### config.mk
export PLATFORM = sky130hd
export DESIGN_NAME = uart_cmd_sequencer
export DESIGN_NICKNAME = d
export VERILOG_FILES = /design/src/rtl/uart_cmd_sequencer_pkg.sv /design/src/rtl/uart_cmd_sequencer_timer.sv /design/src/rtl/uart_cmd_sequencer.sv
export SDC_FILE = /design/constraint.sdc
export NUM_CORES = 1
export LEC_CHECK = 0
export ABC_AREA = 1
export BUFFER_PORTS_ARGS = -buffer_cell sky130_fd_sc_hd__buf_2
export CORE_MARGIN = 3
export CORE_UTILIZATION = 60
export DETAILED_ROUTE_END_ITERATION = 8
export GPL_TIMING_DRIVEN = 0
export PLACE_DENSITY = 0.79
export SLEW_MARGIN = 20
export SYNTH_ARGS = -nofsm -noshare
export SYNTH_HDL_FRONTEND = slang
export SYNTH_SLANG_ARGS = --single-unit
export TNS_END_PERCENT = 100
### constraint.sdc
create_clock -name clk -period 3.76 [get_ports clk]
set_input_delay 1.128 -clock clk [delete_from_list [all_inputs] [get_ports clk]]
set_output_delay 1.128 -clock clk [all_outputs]
set_load 0.005 [all_outputs]
### src/rtl/uart_cmd_sequencer_pkg.sv
// Shared state encodings, ASCII command/response codes and decode helpers for uart_cmd_sequencer.
package uart_cmd_sequencer_pkg;

  typedef enum logic [2:0] {
    ST_IDLE  = 3'd0,
    ST_DIGIT = 3'd1,
    ST_PULSE = 3'd2,
    ST_GAP   = 3'd3,
    ST_REPLY = 3'd4,
    ST_ECHO  = 3'd5
  } state_e;

  typedef struct packed {
    logic up;
    logic down;
    logic play_pause;
    logic reverse;
  } pulse_t;

  localparam logic [7:0] CMD_UP  = 8'h2B;
  localparam logic [7:0] CMD_DN  = 8'h2D;
  localparam logic [7:0] CMD_PP  = 8'h70;
  localparam logic [7:0] CMD_REV = 8'h72;
  localparam logic [7:0] RSP_OK  = 8'h6B;
  localparam logic [7:0] RSP_ERR = 8'h3F;
  localparam logic [7:0] DIGIT_0 = 8'h30;
  localparam logic [7:0] DIGIT_9 = 8'h39;

  function automatic logic is_digit(input logic [7:0] b);
    return (b >= DIGIT_0) && (b <= DIGIT_9);
  endfunction

  function automatic logic is_cmd(input logic [7:0] b);
    return (b == CMD_UP) || (b == CMD_DN) || (b == CMD_PP) || (b == CMD_REV);
  endfunction

  function automatic logic is_tempo(input logic [7:0] b);
    return (b == CMD_UP) || (b == CMD_DN);
  endfunction

  function automatic pulse_t cmd_pulse(input logic [7:0] cmd);
    pulse_t p;
    p = '0;
    case (cmd)
      CMD_UP:  p.up         = 1'b1;
      CMD_DN:  p.down       = 1'b1;
      CMD_PP:  p.play_pause = 1'b1;
      CMD_REV: p.reverse    = 1'b1;
      default: p            = '0;
    endcase
    return p;
  endfunction

endpackage

### src/rtl/uart_cmd_sequencer_timer.sv
// Clearable up-counter that stops at a programmable limit and flags reaching it.
module uart_cmd_sequencer_timer #(
  parameter int unsigned W = 8
) (
  input  logic         clk,
  input  logic         rst_n,
  input  logic         clear_i,
  input  logic         en_i,
  input  logic [W-1:0] limit_i,
  output logic         tc_c_o
);

  logic [W-1:0] cnt_q;
  logic [W-1:0] cnt_d;

  always_comb begin
    cnt_d = cnt_q;
    if (clear_i) begin
      cnt_d = '0;
    end else if (en_i && (cnt_q != limit_i)) begin
      cnt_d = cnt_q + W'(1);
    end
  end

  always_ff @(posedge clk) begin
    if (!rst_n) begin
      cnt_q <= '0;
    end else begin
      cnt_q <= cnt_d;
    end
  end

  assign tc_c_o = (cnt_q == limit_i);

endmodule

### src/rtl/uart_cmd_sequencer.sv
// Parses single-byte ASCII UART commands into control pulses and answers with a status byte.
// Define UART_CMD_ECHO_EN to echo every accepted command byte before it is processed.
module uart_cmd_sequencer
  import uart_cmd_sequencer_pkg::*;
#(
  parameter int unsigned PULSE_GAP      = 1000,
  parameter int unsigned TIMEOUT_CYCLES = 125_000_000
) (
  input  logic       clk,
  input  logic       rst_n,
  input  logic [7:0] rx_data,
  input  logic       rx_valid,
  output logic       rx_ready,
  output logic [7:0] tx_data,
  output logic       tx_valid,
  input  logic       tx_ready,
  output logic       tempo_up,
  output logic       tempo_down,
  output logic       play_pause,
  output logic       reverse,
  output logic       busy
);

  localparam int unsigned TMR_MAX = (PULSE_GAP > TIMEOUT_CYCLES) ? PULSE_GAP : TIMEOUT_CYCLES;
  localparam int unsigned TMR_W   = (TMR_MAX < 2) ? 1 : $clog2(TMR_MAX);
  localparam logic [TMR_W-1:0] GAP_LAST     = TMR_W'(PULSE_GAP - 1);
  localparam logic [TMR_W-1:0] TIMEOUT_LAST = TMR_W'(TIMEOUT_CYCLES - 1);

  state_e      state_q, state_d;
  logic [3:0]  count_q, count_d;
  logic [7:0]  cmd_q, cmd_d;
  pulse_t      pulse_q, pulse_d;
  logic        tx_valid_q, tx_valid_d;
  logic [7:0]  tx_data_q, tx_data_d;
  logic        rx_ready_q, rx_ready_d;
  logic        busy_q, busy_d;

  logic        rx_fire;
  logic        proc_valid;
  logic [7:0]  proc_byte;
  logic        proc_from_digit;

  logic             tmr_run;
  logic             tmr_tc;
  logic [TMR_W-1:0] tmr_limit;

`ifdef UART_CMD_ECHO_EN
  logic [7:0] echo_byte_q, echo_byte_d;
  logic       echo_digit_q, echo_digit_d;
`endif

  // One timer serves both the inter-pulse gap and the digit-prefix timeout.
  assign tmr_run   = (state_q == ST_GAP) || (state_q == ST_DIGIT);
  assign tmr_limit = (state_q == ST_GAP) ? GAP_LAST : TIMEOUT_LAST;

  uart_cmd_sequencer_timer #(.W(TMR_W)) u_timer (
    .clk     (clk),
    .rst_n   (rst_n),
    .clear_i (!tmr_run),
    .en_i    (tmr_run),
    .limit_i (tmr_limit),
    .tc_c_o  (tmr_tc)
  );

  assign rx_fire = rx_valid && rx_ready_q;

  always_comb begin
    state_d         = state_q;
    count_d         = count_q;
    cmd_d           = cmd_q;
    pulse_d         = '0;
    tx_valid_d      = tx_valid_q;
    tx_data_d       = tx_data_q;
    rx_ready_d      = 1'b0;
    busy_d          = 1'b0;
    proc_valid      = 1'b0;
    proc_byte       = rx_data;
    proc_from_digit = (state_q == ST_DIGIT);

`ifdef UART_CMD_ECHO_EN
    echo_byte_d     = echo_byte_q;
    echo_digit_d    = echo_digit_q;
    proc_valid      = (state_q == ST_ECHO) && tx_ready;
    proc_byte       = echo_byte_q;
    proc_from_digit = echo_digit_q;
    if (rx_fire) begin
      state_d      = ST_ECHO;
      tx_valid_d   = 1'b1;
      tx_data_d    = rx_data;
      echo_byte_d  = rx_data;
      echo_digit_d = (state_q == ST_DIGIT);
    end
    if (proc_valid) begin
      tx_valid_d = 1'b0;
    end
`else
    proc_valid = rx_fire;
`endif

    if (proc_valid) begin
      if (!proc_from_digit && is_cmd(proc_byte)) begin
        cmd_d   = proc_byte;
        count_d = 4'd1;
        state_d = ST_PULSE;
      end else if (!proc_from_digit && is_digit(proc_byte)) begin
        count_d = 4'(proc_byte - DIGIT_0);
        state_d = ST_DIGIT;
      end else if (proc_from_digit && is_tempo(proc_byte)) begin
        cmd_d   = proc_byte;
        state_d = ST_PULSE;
      end else begin
        tx_valid_d = 1'b1;
        tx_data_d  = RSP_ERR;
        state_d    = ST_REPLY;
      end
    end else begin
      case (state_q)
        ST_DIGIT: begin
          if (!rx_fire && tmr_tc) begin
            tx_valid_d = 1'b1;
            tx_data_d  = RSP_ERR;
            state_d    = ST_REPLY;
          end
        end
        ST_PULSE: begin
          // A '0' prefix arrives here with count 0: nothing to emit, just acknowledge.
          count_d = (count_q == 4'd0) ? 4'd0 : count_q - 4'd1;
          if (count_d != 4'd0) begin
            state_d = ST_GAP;
          end else begin
            tx_valid_d = 1'b1;
            tx_data_d  = RSP_OK;
            state_d    = ST_REPLY;
          end
        end
        ST_GAP: begin
          if (tmr_tc) begin
            state_d = ST_PULSE;
          end
        end
        ST_REPLY: begin
          if (tx_ready) begin
            tx_valid_d = 1'b0;
            state_d    = ST_IDLE;
          end
        end
        default: ;
      endcase
    end

    // Pulse registers load on entry to PULSE so the pulse lines up with that state.
    if ((state_d == ST_PULSE) && (count_d != 4'd0)) begin
      pulse_d = cmd_pulse(cmd_d);
    end
    rx_ready_d = (state_d == ST_IDLE) || (state_d == ST_DIGIT);
    busy_d     = (state_d != ST_IDLE);
  end

  always_ff @(posedge clk) begin
    if (!rst_n) begin
      state_q    <= ST_IDLE;
      count_q    <= '0;
      cmd_q      <= '0;
      pulse_q    <= '0;
      tx_valid_q <= 1'b0;
      tx_data_q  <= '0;
      rx_ready_q <= 1'b1;
      busy_q     <= 1'b0;
    end else begin
      state_q    <= state_d;
      count_q    <= count_d;
      cmd_q      <= cmd_d;
      pulse_q    <= pulse_d;
      tx_valid_q <= tx_valid_d;
      tx_data_q  <= tx_data_d;
      rx_ready_q <= rx_ready_d;
      busy_q     <= busy_d;
    end
  end

`ifdef UART_CMD_ECHO_EN
  always_ff @(posedge clk) begin
    if (!rst_n) begin
      echo_byte_q  <= '0;
      echo_digit_q <= 1'b0;
    end else begin
      echo_byte_q  <= echo_byte_d;
      echo_digit_q <= echo_digit_d;
    end
  end
`endif

  assign rx_ready   = rx_ready_q;
  assign tx_valid   = tx_valid_q;
  assign tx_data    = tx_data_q;
  assign tempo_up   = pulse_q.up;
  assign tempo_down = pulse_q.down;
  assign play_pause = pulse_q.play_pause;
  assign reverse    = pulse_q.reverse;
  assign busy       = busy_q;

endmodule

==> metrics.md, run 1 <==
| Metric | Value |
|---|---|
| DP Wirelength | `5910 um` |
| Slew HR | `64.1%` |
| GRT Resource Usage Total | `26.0%` |
| FFs w/ async S/R, synth | `0%` |
| Initial antenna violation count | `0` |
| Element type at the critical path end | `flip-flop` |
| Drt first pass iters | `5` |
| First-pass GRT wire length | `12700 um` |
| Largest net degree at the start of global routing | `18` |
| Cell count after placement | `571` |
| Critical path fanouts, max | `10` |
| Synth Area in Simple Gates | `41.3%` |
| DRT antenna net count | `0` |
| Mux share of post-synthesis cell area | `0%` |
| Routed len/inst | `13.2 um` |
| Synth Area in XOR/XNOR | `4.54%` |
| Max clock buf depth | `2` |
| Critical path data arrival time | `3.03 ns` |
| Minimum clock period | `2.79 ns` |
| H-tree levels | `2` |
| Vias per cell | `5.47` |
| LEAKAGE | `1.34 nW` |
| CTS tree | `done` |
| Clock skew | `0.0108 ns` |
| Gr ovfl total | `0` |
| VDD IR-drop max | `160 uV` |
| Die X | `77.7 um` |
| Worst-Skew Late Latency | `0.31 ns` |
| Most used DFF post-synth | `dfxtp_1` |
| Final Net Count | `524` |
| Post-cts repair resize count | `0` |
| Port bufs | `25` |
| Placeable Area | `4850 um2` |
| Top achievable clock speed | `358 MHz` |
| Setup_tns | `0 ns` |
| Unique masters post-synth | `36` |
| CTS root buf | `clkbuf_8` |
| CP required | `3.99 ns` |
| Worst Tran Pin Value | `0.535 ns` |
| Initial drt markers | `222` |
| Setup slack after placement | `0.694 ns` |
| P&R area growth vs syn | `9.70%` |
| Final setup margin | `0.967 ns` |
| Critical Path Start Type | `input port` |
| Hold_buf cts | `0` |
| Hold WS | `0.471 ns` |
| Pwr Density | `286 nW/um2` |
| Num rows | `25` |
| Synth Warn # | `0` |
| Vias in the first global route | `2686` |
| Endpoints failing setup | `0` |
| Worst min path class | `reg -> reg` |
| Gpl congestion | `0.961` |
| TritonCTS Sinks | `52` |
| Setup bufs post-CTS | `0` |
| Most common cell after layout, fill and taps aside | `nand2_1` |
| Initial core utilization | `63.6%` |
| Syn avg cell area | `6.44 um2` |
| Synth Net Count | `492` |
| Fill count | `432` |
| Most frequent cells in the layout | `127 x nand2_1, 71 x nor2_1, 52 x dfxtp_1` |
| Fraction of the mapped netlist area in adder cells | `0.406%` |
| Period utilization | `74.3%` |
| DRT Wirelength | `7660 um` |
| Layout Cells excl Fill | `579` |
| Chip height | `77.7 um` |
| Seq/Total Area, Yosys | `33.8%` |
| Total CTS buffers | `5` |
| Synthesized flop and latch total | `52` |
| Post-synth EDFFs | `0` |
| Cell Area, Synth | `3080 um2` |
| Ratio of cells with drive above 1 in the final layout | `13.9%` |
| N_diodes | `0` |
| DRC viols | `0` |
| Hold Violations, Final | `0` |
| Die ar. | `6040 um2` |
| Fin. max-slew vios | `0` |
| Status | `finished clean` |
| RSZ-0062 raised after global routing | `no` |
| Critical path class | `in -> reg` |
| Largest family of logic cells by synthesized area | `simple AND/OR/NAND/NOR gates` |
| I/O Pins | `27` |
| Post-Synthesis Cells | `479` |
| Routed vias | `3169` |
| Complex-gate fraction of the synthesized area | `11.2%` |
| Clk slew on worst S/H paths | `0.11 ns` |
| Max-cap violations | `0` |
[per-stage QoR]
stage	total power, mW	utilization [%]	cell area [um2]
5_1_grt	1.00	69.8	3380
2_1_floorplan	0.620	-	3080
4_1_cts	0.969	69.8	3380
3_5_place_dp	0.648	67.9	3290
3_3_place_gp	0.646	67.9	3290
6_report	0.967	69.8	3380
[per-layer routing]
layer  global-route usage [%]  share of wire, %  vias up
met5                        0                 0        -
met4                     5.34              0.51        0
met3                     3.83               8.0        5
met2                     37.8                43      127
met1                     40.4                49     1421
li1                         -                 -     1616
[final timing paths]
kind	slack, ns	end	startpoint	cells after the start
max	0.97	u_timer.cnt_q[22]	rst_n	6
min	0.47	tx_data[6]	tx_data[6]	2
max reg2reg	1.68	u_timer.cnt_q[24]	u_timer.cnt_q[0]	8
min reg2reg	0.47	tx_data[6]	tx_data[6]	2
[cell usage after synthesis (all sizes together), types with 2 or more instances]
cell type	count	area [um2]
a21oi	41	216
a31oi	4	25.0
buf	12	93.8
clkbuf	2	7.51
clkinv	2	7.51
dfxtp	52	1040
inv	42	158
nand2	137	549
nand3	39	208
nand3b	2	15.0
nand4	13	81.3
nor2	76	298
nor3	12	60.1
nor3b	2	20.0
nor4	5	31.3
o21ai	15	78.8
xnor2	7	61.3
xor2	9	78.8
[cell families (layout without fill, tap and decap cells)]
| family | after synthesis | after routing |
|---|---|---|
| and+or+nand+nor | 288 | 288 |
| DFF | 52 | 52 |
| other | 1 | 1 |
| AOI/OAI and AO/OA | 63 | 63 |
| xor gates and xnor gates | 16 | 16 |
| adders and majority gates | 1 | 1 |
| buffers and inverters | 58 | 91 |
[report_power, final]
part | internal, mW | leakage (nW) | switching (mW)
combinational | 0.0290 | 0.871 | 0.0445
clock | 0.133 | 0.0445 | 0.198
sequential | 0.557 | 0.420 | 0.00531
total | 0.719 | 1.34 | 0.248
[final cells by class]
cell class              instances  area (um2)  share of cell area [%]
inverters                      44         165                    4.88
multi-input cells             369        1780                    52.5
well taps                      67        83.8                    2.48
repair buffers                 25         125                    3.70
plain buffers                  14         101                    3.00
flip-flops and latches         52        1040                    30.8
clock inverters                 3        21.3                   0.629
clock buffers                   5        68.8                    2.03
[critical path: stages]
cell and delay (ns):
buf_2 0.13, clkinv_1 0.30, nor2_2 0.50, clkinv_1 0.42, clkbuf_1 0.34, a21oi_1 0.20
[sequential cells by signal, indices dropped and copies added, names as in the netlist, 3 cells and up]
name / count
cmd_q: 8
count_q: 4
state_q: 3
tx_data: 3
u_timer.cnt_q: 27
No activity file was read; power rests on OpenSTA's default activity.
==> inputs of run 2 (changes only) <==
--- a/config.mk
+++ b/config.mk
@@ -8,10 +8,10 @@
 export ABC_AREA = 1
 export BUFFER_PORTS_ARGS = -buffer_cell sky130_fd_sc_hd__buf_2
 export CORE_MARGIN = 3
-export CORE_UTILIZATION = 60
+export CORE_UTILIZATION = 54
 export DETAILED_ROUTE_END_ITERATION = 8
 export GPL_TIMING_DRIVEN = 0
-export PLACE_DENSITY = 0.79
+export PLACE_DENSITY = 0.75
 export SLEW_MARGIN = 20
 export SYNTH_ARGS = -nofsm -noshare
 export SYNTH_HDL_FRONTEND = slang
==> constraint.sdc (replaced) <==
create_clock -name clk -period 2.3 [get_ports clk]
set_input_delay 0.69 -clock clk [delete_from_list [all_inputs] [get_ports clk]]
set_output_delay 0.69 -clock clk [all_outputs]
set_load 0.005 [all_outputs]
==> run 2 against run 1 <==
  * Register-to-register slack worse by 1.4 ns
  * Critical endpoint unchanged
  * Flip-flop and latch count unchanged
  * Via count up 0.73%
  * Clock power up 76%
  * Largest power group unchanged
  * Worst setup slack worse by 0.85 ns
  * Worst hold slack worse by 0.0013 ns
  * Combinational power up 63%
  * Utilization down 5.7 points
  * Critical path depth unchanged
  * Die area up 10%
  * First-iteration DRC count up 14%
==> metrics.md, run 2 (synthesis gave the netlist of run 1 again) <==
| Metric | Value |
|---|---|
| Status | `finished clean` |
| GRT Resource Usage Total | `24.9% (-1.1 points)` |
| DRC viols | `0 (unchanged)` |
| Max-cap violations | `0 (unchanged)` |
| Initial core utilization | `58.2% (-5.4 points)` |
| Slowest cell on the critical path | `nor2_4` |
| Ratio of cells with drive above 1 in the final layout | `13.9% (unchanged)` |
| Max reg flops | `27 (unchanged)` |
| Critical path fanouts, max | `10 (unchanged)` |
| Clock skew | `0.00998 ns (-0.000792 ns)` |
| Cell family with most CP delay | `buffers and inverters` |
| Routed len/inst | `13.4 um (+1.4%)` |
| Worst-Skew Late Latency | `0.33 ns (+0.02 ns)` |
| Die X | `81.6 um (+5.0%)` |
| Largest net degree at the start of global routing | `19 (+1)` |
| Critical path data arrival time | `2.43 ns (-0.60 ns)` |
| Top achievable clock speed | `458 MHz` |
| Setup_tns | `0 ns (unchanged)` |
| Num rows | `26 (+4.0%)` |
| Initial antenna violation count | `0 (unchanged)` |
| CP cell instances | `buf_2 > clkinv_1 > nor2_4 > clkinv_1 > clkbuf_1 > a21oi_1` |
| DP Wirelength | `5910 um (about the same)` |
| TritonCTS Sinks | `52 (unchanged)` |
| Vias in the first global route | `2715 (+1.1%)` |
| Clk slew on worst S/H paths | `0.10 ns (about the same)` |
| N_diodes | `0 (unchanged)` |
| Worst Tran Pin Value | `0.524 ns (-0.0107 ns)` |
| Die ar. | `6650 um2 (+10%)` |
| Most common cell after layout, fill and taps aside | `nand2_1` |
| CTS root buf | `clkbuf_8` |
| Placeable Area | `5300 um2 (+9.4%)` |
| Crit-path most repeated cell | `clkinv_1` |
| CTS tree | `done` |
| Port bufs | `25 (unchanged)` |
| Gr ovfl total | `0 (unchanged)` |
| First-pass GRT wire length | `12800 um (+1.1%)` |
| Worst min path class | `reg -> reg` |
| Chip height | `81.6 um (+5.0%)` |
| Final Net Count | `524 (unchanged)` |
| Fin. max-slew vios | `0 (unchanged)` |
| H-tree levels | `2 (unchanged)` |
| Drt first pass iters | `5 (unchanged)` |
| VDD IR-drop max | `327 uV (+100%)` |
| Largest Register | `u_timer.cnt_q` |
| DRT antenna net count | `0 (unchanged)` |
| Critical Path Start Type | `input port` |
| Overall power | `1.62 mW (+68%)` |
| Max clock buf depth | `2 (unchanged)` |
| CP required | `2.55 ns (-1.44 ns)` |
| Slew HR | `65.0% (+0.99 points)` |
| Setup bufs post-CTS | `0 (unchanged)` |
| Period utilization | `94.9%` |
| Final setup margin | `0.117 ns (-0.850 ns)` |
| Pwr Density | `478 nW/um2 (+67%)` |
| LEAKAGE | `1.34 nW (about the same)` |
| DRT Wirelength | `7810 um (+1.9%)` |
| Most frequent cells in the layout | `127 x nand2_1, 71 x nor2_1, 52 x dfxtp_1` |
| Setup slack after placement | `-0.350 ns (-1.04 ns)` |
| Hold_buf cts | `0 (unchanged)` |
| Vias per cell | `5.48 (+0.21%)` |
| Endpoints failing setup | `0 (unchanged)` |
| Element type at the critical path end | `flip-flop` |
| Critical path buffer and inverter count | `4 (unchanged)` |
| RSZ-0062 raised after global routing | `no` |
| Top Registers | `u_timer.cnt_q: 27 flops, cmd_q: 8 flops, count_q: 4 flops` |
| I/O Pins | `27 (unchanged)` |
| Routed vias | `3192 (+0.73%)` |
| Initial drt markers | `252 (+14%)` |
| P&R area growth vs syn | `10.1%` |
| Total CTS buffers | `5 (unchanged)` |
| Critical path class | `in -> reg` |
| Hold Violations, Final | `0 (unchanged)` |
| Minimum clock period | `2.18 ns` |
| Slowest Stage Delay on Critical Path | `0.37 ns (-0.13 ns)` |
| Gpl congestion | `0.943 (-1.9%)` |
[run 2: per-layer routing]
metal | wire length [um] | up-vias | GRT usage, %
met5 | 0 | - | 0
met3 | 634 | 10 | 5.15
met1 | 3880 | 1440 | 37.4
li1 | - | 1619 | -
met2 | 3200 | 123 | 35.2
met4 | 94 | 0 | 7.64
[run 2: what timing repair did]
item                                   CTS  global route
resized for setup                        1             0
endpoints found under the hold margin    0             0
setup endpoints to repair                1             0
[run 2: path summary, 6_finish.rpt]
| path | start | to | slack (ns) | depth (start not counted) |
|---|---|---|---|---|
| setup / recovery | rst_n | u_timer.cnt_q[22] | 0.12 | 6 |
| hold / removal | tx_data[4] | tx_data[4] | 0.47 | 2 |
| setup reg to reg | u_timer.cnt_q[0] | tempo_up | 0.25 | 11 |
| hold reg to reg | tx_data[4] | tx_data[4] | 0.47 | 2 |
[run 2: where the power goes]
part	switching [mW]	internal, mW
sequential	0.00914	0.911
combinational	0.0724	0.0475
clock	0.359	0.223
total	0.440	1.18
[run 2: tightest hold or removal path, cell delays in order, from the launching register on]
cell     delay (ns)
dfxtp_1        0.33
inv_1          0.06
a21oi_1        0.05
[run 2: area by class of cell]
class | instances | area (um2)
plain buffers | 14 | 101
clock buffers | 5 | 68.8
clock inverters | 3 | 25.0
fillers | 515 | 1910
inverters | 44 | 165
multi-input cells | 369 | 1780
flip-flops and latches | 52 | 1040
well taps | 70 | 87.6
repair buffers | 25 | 125
[run 2: stage by stage]
stage / utilization (%) / hold WS [ns] / instance area [um2] / instances
final: 64.0 / 0.469 / 3400 / 582
after global routing: 64.0 / 0.489 / 3400 / 582
after CTS: 64.0 / 0.469 / 3400 / 582
after detailed placement: 62.2 / 0.454 / 3300 / 574
after global placement: 62.2 / 0.445 / 3300 / 574
after floorplan: - / 0.444 / 3080 / 479
==> inputs of run 3 (changes only) <==
--- a/config.mk
+++ b/config.mk
@@ -8,10 +8,10 @@
 export ABC_AREA = 1
 export BUFFER_PORTS_ARGS = -buffer_cell sky130_fd_sc_hd__buf_2
 export CORE_MARGIN = 3
-export CORE_UTILIZATION = 54
+export CORE_UTILIZATION = 60
 export DETAILED_ROUTE_END_ITERATION = 8
 export GPL_TIMING_DRIVEN = 0
-export PLACE_DENSITY = 0.75
+export PLACE_DENSITY = 0.79
 export SLEW_MARGIN = 20
 export SYNTH_ARGS = -nofsm -noshare
 export SYNTH_HDL_FRONTEND = slang
==> constraint.sdc (replaced) <==
create_clock -name clk -period 2.25 [get_ports clk]
set_input_delay 0.675 -clock clk [delete_from_list [all_inputs] [get_ports clk]]
set_output_delay 0.675 -clock clk [all_outputs]
set_load 0.005 [all_outputs]
==> run 3 against run 2 <==
  * Routed wire length decreased by 0.82%
  * Sequential power increased by 2%
  * Total power decreased by 0.21%
  * Sequential share of layout area about the same
  * Via count increased by 0.88%
  * Register-to-register slack got worse by 0.09 ns
  * Combinational power increased by 3%
==> metrics.md, run 3 (synthesis gave the netlist of run 1 again) <==
| Metric | Value |
|---|---|
| Status | `finished clean` |
| CP required | `2.48 ns (-0.07 ns)` |
| Layout Cells excl Fill | `579 (-0.52%)` |
| Die X | `77.7 um (-4.8%)` |
| Port bufs | `25 (unchanged)` |
| Max-cap violations | `0 (unchanged)` |
| Hold WS | `0.470 ns (+0.000908 ns)` |
| Initial core utilization | `63.6% (+5.4 points)` |
| Fin. max-slew vios | `0 (unchanged)` |
| Vias in the first global route | `2684 (-1.1%)` |
| R2R setup slack | `0.16 ns (-0.09 ns)` |
| DRT Wirelength | `7740 um (-0.82%)` |
| Cell family with most CP delay | `buffers and inverters` |
| Element type at the critical path end | `flip-flop` |
| Cell count after placement | `571 (-0.52%)` |
| Max clock buf depth | `2 (unchanged)` |
| Worst-Skew Late Latency | `0.31 ns (-0.02 ns)` |
| Routed len/inst | `13.4 um (-0.31%)` |
| CTS root buf | `clkbuf_8` |
| Die ar. | `6040 um2 (-9.3%)` |
| Hold_buf cts | `0 (unchanged)` |
| Critical path data arrival time | `2.37 ns (-0.06 ns)` |
| TritonCTS Sinks | `52 (unchanged)` |
| Final Net Count | `524 (unchanged)` |
| Worst min path class | `reg -> reg` |
| Period utilization | `94.9%` |
| Critical path class | `in -> reg` |
| DP Area | `3290 um2 (-0.11%)` |
| Routed vias | `3220 (+0.88%)` |
| Pwr Density | `477 nW/um2 (-0.10%)` |
| Worst Tran Pin Value | `0.526 ns (+0.00132 ns)` |
| Chip height | `77.7 um (-4.8%)` |
| LEAKAGE | `1.33 nW (-0.16%)` |
| N_diodes | `0 (unchanged)` |
| Minimum clock period | `2.13 ns` |
| P&R area growth vs syn | `9.98%` |
| Largest Register | `u_timer.cnt_q` |
| Gr ovfl total | `0 (unchanged)` |
| DRC viols | `0 (unchanged)` |
| Top Registers | `u_timer.cnt_q: 27 flops, cmd_q: 8 flops, count_q: 4 flops` |
| Num rows | `25 (-3.8%)` |
| Setup slack after placement | `-0.363 ns (-0.0123 ns)` |
| GRT Resource Usage Total | `26.0% (+1.1 points)` |
| Critical path fanouts, max | `10 (unchanged)` |
| Critical Path Start Type | `input port` |
| Fill count | `431 (-16%)` |
| Slowest Stage Delay on Critical Path | `0.40 ns (+0.03 ns)` |
| First-pass GRT wire length | `12700 um (-1.2%)` |
| Initial drt markers | `229 (-9.1%)` |
| Drt first pass iters | `6 (+1)` |
| DRT antenna net count | `0 (unchanged)` |
| Slowest cell on the critical path | `nor2_4` |
| Endpoints failing setup | `0 (unchanged)` |
| H-tree levels | `2 (unchanged)` |
| Critical path buffer and inverter count | `4 (unchanged)` |
| Finished layout cell area | `3390 um2 (-0.11%)` |
| Top achievable clock speed | `469 MHz` |
| Initial antenna violation count | `0 (unchanged)` |
| Vias per cell | `5.56 (+1.4%)` |
| Post-cts repair resize count | `1 (unchanged)` |
| VDD IR-drop max | `266 uV (-19%)` |
| Most common cell after layout, fill and taps aside | `nand2_1` |
| Setup bufs post-CTS | `0 (unchanged)` |
| DP Wirelength | `5910 um (about the same)` |
| Clock skew | `0.0100 ns (+0.0000258 ns)` |
| Gpl congestion | `0.961 (+1.9%)` |
| Final setup margin | `0.116 ns (-0.00168 ns)` |
| Slew HR | `64.7% (-0.36 points)` |
| Clk slew on worst S/H paths | `0.10 ns (about the same)` |
| Most frequent cells in the layout | `127 x nand2_1, 71 x nor2_1, 52 x dfxtp_1` |
| Placeable Area | `4850 um2 (-8.6%)` |
| Largest net degree at the start of global routing | `18 (-1)` |
| Hold Violations, Final | `0 (unchanged)` |
| RSZ-0062 raised after global routing | `no` |
| CP cell instances | `buf_2 > clkinv_1 > nor2_4 > clkinvlp_4 > clkbuf_1 > a21oi_1` |
| Total CTS buffers | `5 (unchanged)` |
| Max reg flops | `27 (unchanged)` |
| Ratio of cells with drive above 1 in the final layout | `14.3% (+0.39 points)` |
| I/O Pins | `27 (unchanged)` |
| CTS tree | `done` |
## run 3: cell types whose count changed in the layout (fill, tap and decap cells not counted), sizes merged
cell	previous run	this run
inv	44	43
clkinvlp	1	2
## run 3: final timing paths
kind | from | to | depth (start not counted)
setup / recovery | rst_n | u_timer.cnt_q[22] | 6
hold / removal | tx_data[6] | tx_data[6] | 2
setup reg to reg | u_timer.cnt_q[0] | u_timer.cnt_q[24] | 8
hold reg to reg | tx_data[6] | tx_data[6] | 2
## run 3: where the power goes
| group | switching, mW | internal [mW] |
|---|---|---|
| Sequential | 0.00883 | 0.931 |
| Clock | 0.333 | 0.222 |
| Combinational | 0.0752 | 0.0487 |
## run 3: tightest hold or removal path: cells and delay by family, from the launching register on
family,cells,cell delay (ns)
flops,1,0.32
simple gates,1,0.06
compound gates,1,0.05
## run 3: metal layers
metal | GRT usage [%] | up-vias | wire length, um
li1 | - | 1622 | -
met4 | 5.34 | 0 | 72
met5 | 0 | - | 0
met2 | 38.0 | 149 | 3280
met3 | 3.83 | 13 | 642
met1 | 40.1 | 1436 | 3750
## run 3: layout make-up
cell class                      count  area [um2]  area share (%)
Buffer                             14         101            2.99
Multi-Input combinational cell    369        1780            52.5
Sequential cell                    52        1040            30.7
Clock buffer                        5        68.8            2.03
Inverter                           44         169            4.98
Tap cell                           67        83.8            2.47
Clock inverter                      3        21.3           0.627
Timing Repair Buffer               25         125            3.69
## run 3: per-stage QoR
step	total power, mW	setup TNS [ns]	util, %
6_report	1.62	0	70.0
5_1_grt	1.68	0	70.0
4_1_cts	1.62	0	69.9
3_5_place_dp	1.08	-4.28	67.9
3_3_place_gp	1.08	-3.73	67.9
2_1_floorplan	1.04	0	-
